`src/rtl/pudp_pkg.sv`:
```
// Shared PUDP frame constants, FSM state type and tkeep helpers.
// Imported by both the receive decoder and the transmit encoder.
package pudp_pkg;

    localparam int PUDP_NUM_CH = 4;
    localparam int PUDP_LANES  = 8;

    typedef enum logic [2:0] {
        IDLE = 3'd0,
        TYPE = 3'd1,
        LOAD = 3'd2,
        DATA = 3'd3,
        CSUM = 3'd4
    } pudp_state_t;

    // Lanes 0 up to (but not including) the first cleared tkeep bit.
    function automatic logic [PUDP_LANES-1:0] keep_contig(input logic [PUDP_LANES-1:0] keep);
        logic [PUDP_LANES-1:0] mask;
        logic                  run;
        mask = '0;
        run  = 1'b1;
        for (int i = 0; i < PUDP_LANES; i++) begin
            run     = run & keep[i];
            mask[i] = run;
        end
        return mask;
    endfunction

    function automatic logic keep_violation(input logic [PUDP_LANES-1:0] keep);
        return (keep & ~keep_contig(keep)) != '0;
    endfunction

endpackage

```
`src/rtl/pudp_rr_arb.sv`:
```
// Round-robin channel picker: combinational search from last_grant+1, 0-cycle latency.
// last_grant only advances on the frame-done strobe, so a held grant never rotates mid-frame.
module pudp_rr_arb
    import pudp_pkg::*;
#(
    parameter int NUM_CH = PUDP_NUM_CH,
    parameter int GW     = (NUM_CH > 1) ? $clog2(NUM_CH) : 1
) (
    input  logic              clk,
    input  logic              rst,
    input  logic [NUM_CH-1:0] req,
    input  logic              done,
    input  logic [GW-1:0]     done_grant,
    output logic [GW-1:0]     gnt_bin,
    output logic              gnt_vld
);

    logic [GW-1:0] last_grant;
    logic [GW-1:0] cand;

    // Walk from farthest to nearest so the closest requester after last_grant wins.
    always_comb begin
        gnt_bin = '0;
        gnt_vld = 1'b0;
        cand    = '0;
        for (int i = NUM_CH; i >= 1; i--) begin
            cand = GW'((int'(last_grant) + i) % NUM_CH);
            if (req[cand]) begin
                gnt_bin = cand;
                gnt_vld = 1'b1;
            end
        end
    end

    always_ff @(posedge clk) begin
        if (rst) begin
            last_grant <= GW'(NUM_CH - 1);
        end else if (done) begin
            last_grant <= done_grant;
        end
    end

endmodule

```
`src/rtl/pudp_encode.sv`:
```
// PUDP frame encoder: arbitrates 64-bit AXIS channels into 8-bit {type, payload, xor} frames.
// Serialises one byte per accepted m_axis handshake; input beats are only taken in LOAD, one per cycle.
module pudp_encode
    import pudp_pkg::*;
#(
    parameter int NUM_CH = PUDP_NUM_CH,
    parameter int DATA_W = 64
) (
    input  logic                             clki,
    input  logic                             rsti,
    input  logic [NUM_CH-1:0]                s_axis_tvalid,
    output logic [NUM_CH-1:0]                s_axis_tready,
    input  logic [NUM_CH-1:0]                s_axis_tlast,
    input  logic [NUM_CH-1:0][DATA_W/8-1:0]  s_axis_tkeep,
    input  logic [NUM_CH-1:0][DATA_W-1:0]    s_axis_tdata,
    output logic                             m_axis_tvalid,
    input  logic                             m_axis_tready,
    output logic [7:0]                       m_axis_tdata,
    output logic                             m_axis_tlast,
    output logic                             keep_err,
    output logic [31:0]                      frame_cnt
);

    localparam int LANES = DATA_W / 8;
    localparam int GW    = (NUM_CH > 1) ? $clog2(NUM_CH) : 1;

    pudp_state_t       state;
    logic [GW-1:0]     grant;
    logic [7:0]        csum;
    logic [DATA_W-1:0] byte_buf;
    logic [LANES-1:0]  keep_q;
    logic              last_q;

    logic [GW-1:0]     arb_bin;
    logic              arb_vld;
    logic              frame_done;
    logic [LANES-1:0]  beat_keep;

    assign frame_done = (state == CSUM) && m_axis_tready;
    assign beat_keep  = keep_contig(s_axis_tkeep[grant]);

    pudp_rr_arb #(
        .NUM_CH (NUM_CH),
        .GW     (GW)
    ) u_arb (
        .clk        (clki),
        .rst        (rsti),
        .req        (s_axis_tvalid),
        .done       (frame_done),
        .done_grant (grant),
        .gnt_bin    (arb_bin),
        .gnt_vld    (arb_vld)
    );

    always_ff @(posedge clki) begin
        if (rsti) begin
            state     <= IDLE;
            grant     <= '0;
            csum      <= '0;
            byte_buf  <= '0;
            keep_q    <= '0;
            last_q    <= 1'b0;
            keep_err  <= 1'b0;
            frame_cnt <= '0;
        end else begin
            keep_err <= 1'b0;
            case (state)
                IDLE: begin
                    if (arb_vld) begin
                        grant <= arb_bin;
                        csum  <= 8'(arb_bin);
                        state <= TYPE;
                    end
                end
                TYPE: begin
                    if (m_axis_tready) state <= LOAD;
                end
                LOAD: begin
                    if (s_axis_tvalid[grant]) begin
                        byte_buf <= s_axis_tdata[grant];
                        keep_q   <= beat_keep;
                        last_q   <= s_axis_tlast[grant];
                        keep_err <= keep_violation(s_axis_tkeep[grant]);
                        // An all-zero non-last beat is swallowed and we wait for the next one.
                        if (beat_keep != '0) begin
                            state <= DATA;
                        end else if (s_axis_tlast[grant]) begin
                            state <= CSUM;
                        end
                    end
                end
                DATA: begin
                    if (m_axis_tready) begin
                        csum     <= csum ^ byte_buf[7:0];
                        byte_buf <= byte_buf >> 8;
                        keep_q   <= keep_q >> 1;
                        if (keep_q[LANES-1:1] == '0) begin
                            state <= last_q ? CSUM : LOAD;
                        end
                    end
                end
                CSUM: begin
                    if (m_axis_tready) begin
                        frame_cnt <= frame_cnt + 32'd1;
                        state     <= IDLE;
                    end
                end
                default: state <= IDLE;
            endcase
        end
    end

    // Gated by rsti so the bus is quiet from the first reset cycle, not one edge later.
    always_comb begin
        m_axis_tvalid = 1'b0;
        m_axis_tlast  = 1'b0;
        m_axis_tdata  = '0;
        s_axis_tready = '0;
        if (!rsti) begin
            case (state)
                TYPE: begin
                    m_axis_tvalid = 1'b1;
                    m_axis_tdata  = 8'(grant);
                end
                LOAD: s_axis_tready = NUM_CH'(1) << grant;
                DATA: begin
                    m_axis_tvalid = 1'b1;
                    m_axis_tdata  = byte_buf[7:0];
                end
                CSUM: begin
                    m_axis_tvalid = 1'b1;
                    m_axis_tdata  = csum;
                    m_axis_tlast  = 1'b1;
                end
                default: ;
            endcase
        end
    end

endmodule

```
`config.mk`:
```
export PLATFORM = sky130hd
export DESIGN_NAME = pudp_encode
export DESIGN_NICKNAME = d
export VERILOG_FILES = /design/src/rtl/pudp_pkg.sv /design/src/rtl/pudp_rr_arb.sv /design/src/rtl/pudp_encode.sv
export SDC_FILE = /design/constraint.sdc
export NUM_CORES = 1
export LEC_CHECK = 0
export ABC_CLOCK_PERIOD_IN_PS = 2900
export CORE_AREA = 5 5 136 138
export DETAILED_ROUTE_END_ITERATION = 10
export DIE_AREA = 0 0 141 143
export PLACE_DENSITY = 0.89
export SETUP_SLACK_MARGIN = 0.4
export SLEW_MARGIN = 20
export SYNTH_ARGS = -nofsm -noshare
export SYNTH_HDL_FRONTEND = slang
export SYNTH_HIERARCHICAL = 1
export SYNTH_SLANG_ARGS = --single-unit
```
`constraint.sdc`:
```
create_clock -name clki -period 2.9 [get_ports clki]
set_input_delay 0.58 -clock clki [delete_from_list [all_inputs] [get_ports clki]]
set_output_delay 0.58 -clock clki [all_outputs]
set_load 0.05 [all_outputs]
```
==> summary.md <==
| Metric | Value |
|---|---|
| Outcome | completed |
| Main flop type after synthesis | sky130_fd_sc_hd__dfxtp_1 |
| Netlist area before placement | 7540 µm² |
| Final hold violations | 0 |
| Core area | 17100 µm² |
| Net total in the final layout | 1401 |
| Setup clock skew after layout | 9.30 ps |
| Drt initial violations | 489 |
| Area share of the largest cell type after synthesis | 31.9% |
| Kind of cell adding the most delay to the critical path | simple AND/OR/NAND/NOR gates |
| Power per standard cell area | 619 nW/µm² |
| Final period util | 83.8% |
| Die H | 143 µm |
| CTS tree | done |
| EDFF count, synth | 0 |
| Maxcap violations | 0 |
| Post-route minimum period | 2430 ps |
| H-tree depth | 4 |
| Final setup fails | 0 |
| Endpoint required time on the critical path | 2320 ps |
| Max clock buf depth | 2 |
| Site Rows | 48 |
| Synth top area cells | sky130_fd_sc_hd__dfxtp_1, sky130_fd_sc_hd__mux4_2, sky130_fd_sc_hd__nand2_1 |
| Crit path cell chain | or3b_4 -> nor4b_2 -> buf_12 |
| Endpoint of the worst setup timing path | s_axis_tready[2] |
| Hold buffer count at cts | 0 |
| Via count of the first global-routing pass | 7561 |
| Fmax | 0.411 GHz |
| Cell with the largest stage delay on the worst path | sky130_fd_sc_hd__or3b_4 |
| Proportion of synthesized chip area in sequential cells | 31.9% |
| Post-detailed-placement cell area | 11200 µm² |
| Die width | 141 µm |
| Layout area overhead | 57.0% |
| Number of clock sinks | 120 |
| Depth of the most critical reg-to-reg path | 6 |
| Origin of the worst setup path | state[2]$_SDFFE_PP0P_ |
| Via count normalized by instance count | 5.66 |
| PortBufs | 345 |
| Router iterations before antenna repair | 5 |
| Critical register-to-register path endpoint | keep_q[1]$_SDFFE_PP0P_ |
| Maximum net fanout on the critical path | 13 |
| Final HPWL DP | 19800 µm |
| Startpoint class of the critical path | flop |
| CTS Root Cell | sky130_fd_sc_hd__clkbuf_16 |
| Synthesized instance count | 795 |
| Detailed-route via count | 7582 |
| Die area | 20200 µm² |
| Antenna-violating nets left | 0 |
| Count of cell types in the netlist | 51 |
| Critical Setup Path Class | flop to output port |
| Max-slew headroom at the worst pin | 60.6% |
| Last weighted congestion value of the routability-driven placer | 0.786 |
| Type of the tightest min-delay check | flop to flop |
| Worst stage delay on the critical path | 490 ps |
| Global-route wire length before repair | 38900 µm |
| RSZ-0062 raised after global routing | yes |
| Clock latency of the later-clocked register in the worst-skew pair | 410 ps |
| Synthesis-stage register bit count | 120 |
| Cell area after layout | 11800 µm² |
| Total congestion overflow after global routing | 0 |
| Buffers plus inverters on the worst setup path | 1 |
| Syn_nets | 1095 |
| Antenna violations before repair | 1 |
| Maximum vdd ir drop | 0.000522 V |
| Gr usage total | 24.4% |
| I/O pin count | 346 |
| Capturing element type of the critical path | output port |
| Core occupancy in the finished layout | 69.4% |
| Largest net degree at the start of global routing | 84 |
| Cell accounting for the most synthesized area | sky130_fd_sc_hd__dfxtp_1 |
| Clock edge transition at the registers on the reported setup and hold paths | 50 ps |
| Initial standard-cell utilization of the core | 44.2% |
| Number of remaining DRC errors | 0 |
| WP data arrival | 1850 ps |
| Worst slew pin tran | 585 ps |
| Leak pwr | 4.01 nW |
| WL/cell | 19.3 µm |
| RR Startpoint | grant[0]$_SDFFE_PP0P_ |
| Leading cell types in the layout, fill and taps excluded | sky130_fd_sc_hd__clkdlybuf4s50_1, sky130_fd_sc_hd__nand2_1, sky130_fd_sc_hd__nor2_1, sky130_fd_sc_hd__dfxtp_1, sky130_fd_sc_hd__mux4_2 |
| Sum of negative setup slack | 0 ps |
| Most frequent standard cell in the layout excluding fill and tap cells | sky130_fd_sc_hd__clkdlybuf4s50_1 |
| Synthesized area per cell | 9.48 µm² |
| Number of pins exceeding their max-slew limit in the final report | 0 |
| Final Hold Slack | 477 ps |
| Flop2flop setup slack | 630 ps |
| Count of yosys warnings during synthesis | 6 |
| Final Routed Wirelength | 25900 µm |
| Inserted Clock Buffers | 17 |
| Share of async-settable or async-resettable flops after synthesis | 0% |
| Layout cell share with drive strength beyond 1 | 17.4% |
| # fillers | 1288 |
| Crit. path cell count | 3 |
## where the power goes
group	internal (mW)	switching, mW	leakage, nW
clock network	1.35	0.726	0.277
registers	1.99	0.304	0.978
logic	1.49	1.46	2.76
## worst min-delay path by stage
stage                                          from                                to  slack [ps]  cells after the start
final                     byte_buf[30]$_SDFFE_PP0P_         byte_buf[22]$_SDFFE_PP0P_         480                      2
after global routing      byte_buf[35]$_SDFFE_PP0P_         byte_buf[27]$_SDFFE_PP0P_         500                      2
after CTS                 byte_buf[30]$_SDFFE_PP0P_         byte_buf[22]$_SDFFE_PP0P_         480                      2
after detailed placement  byte_buf[30]$_SDFFE_PP0P_         byte_buf[22]$_SDFFE_PP0P_         470                      2
after global placement    byte_buf[32]$_SDFFE_PP0P_         byte_buf[24]$_SDFFE_PP0P_         460                      2
after floorplan               grant[1]$_SDFFE_PP0P_  u_arb/last_grant[1]$_SDFFE_PP1P_         430                      1
## worst register-to-register path, delay by kind of cell, from the launching register on
family          cells  cell delay (ps)
compound gates      3              570
simple gates        1              200
mux                 1              630
flops               1              560
buf+inv             1              200
## sequential cells by signal, summed over array words and instances, names as in the netlist
signal            flops
u_arb/last_grant      2
csum                  8
keep_q                7
grant                 2
last_q                1
frame_cnt            32
keep_err              1
state                 3
byte_buf             64
## Yosys cell counts, drive strengths merged (2+ instances only)
cell	number
o21ai	17
nand4	12
dfxtp	120
and4	6
or2	2
a21o	2
mux4	74
and2	5
mux2i	8
buf	28
nor2b	6
inv	6
xnor2	12
nor2	128
nor3	8
a311oi	56
a21oi	16
nand2b	4
and3	6
nand2	148
a211oi	2
nor4	7
nand3	9
nor4b	2
a211o	2
clkbuf	47
or3	6
a221oi	2
xor2	18
a22oi	16
o211ai	3
nand3b	5
## logic make-up (layout without fill, tap and decap cells)
group / after synthesis / count (layout) / share of synthesized area (%)
flip-flops: 120 / 120 / 31.9
adder cells (fa/ha/maj): 1 / 1 / 0.166
XOR/XNOR: 30 / 30 / 3.49
other: 0 / 1 / 0
buffers and inverters: 81 / 398 / 5.21
AND/OR/NAND/NOR: 359 / 360 / 21.0
multiplexers: 82 / 82 / 23.2
AO/OA/AOI/OAI: 122 / 122 / 15.1
## layout make-up
class                      count  area [µm²]  share of cell area, %
sequential                   120        2420                   20.4
clock inverter                 7        92.6                  0.782
clock buffer                  24         493                   4.17
antenna                        1        2.50                 0.0211
tap                          225         282                   2.38
multi-input combinational    595        4810                   40.7
timing repair buffer         361        3710                   31.4
inverter                       6        22.5                  0.190
## what timing repair did
action / 4_1_cts / 5_1_grt
gates resized for setup: 6 / 4
pin swaps: 1 / 1
cloned: 0 / 2
buffers inserted: 0 / 0
endpoints found under the setup margin: 12 / 10
## per-layer routing
metal / track usage (%) / vias up / part of all wire [%]
met1: 28.3 / 3673 / 37
met2: 45.4 / 316 / 55
met5: 0 / - / 0
met4: 7.29 / 0 / 2.0
li1: - / 3555 / -
met3: 5.12 / 38 / 5.8
## metrics by stage
| stage | worst slack [ps] | total power, mW | cells |
|---|---|---|---|
| final | 469 | 7.32 | 1339 |
| after global routing | 329 | 7.74 | 1339 |
| after CTS | 407 | 7.32 | 1336 |
| after detailed placement | 224 | 5.20 | 1305 |
| after global placement | 244 | 5.12 | 1305 |
| after floorplan | 264 | 4.35 | 795 |
Note: power is estimated with default switching activity, not from simulation.
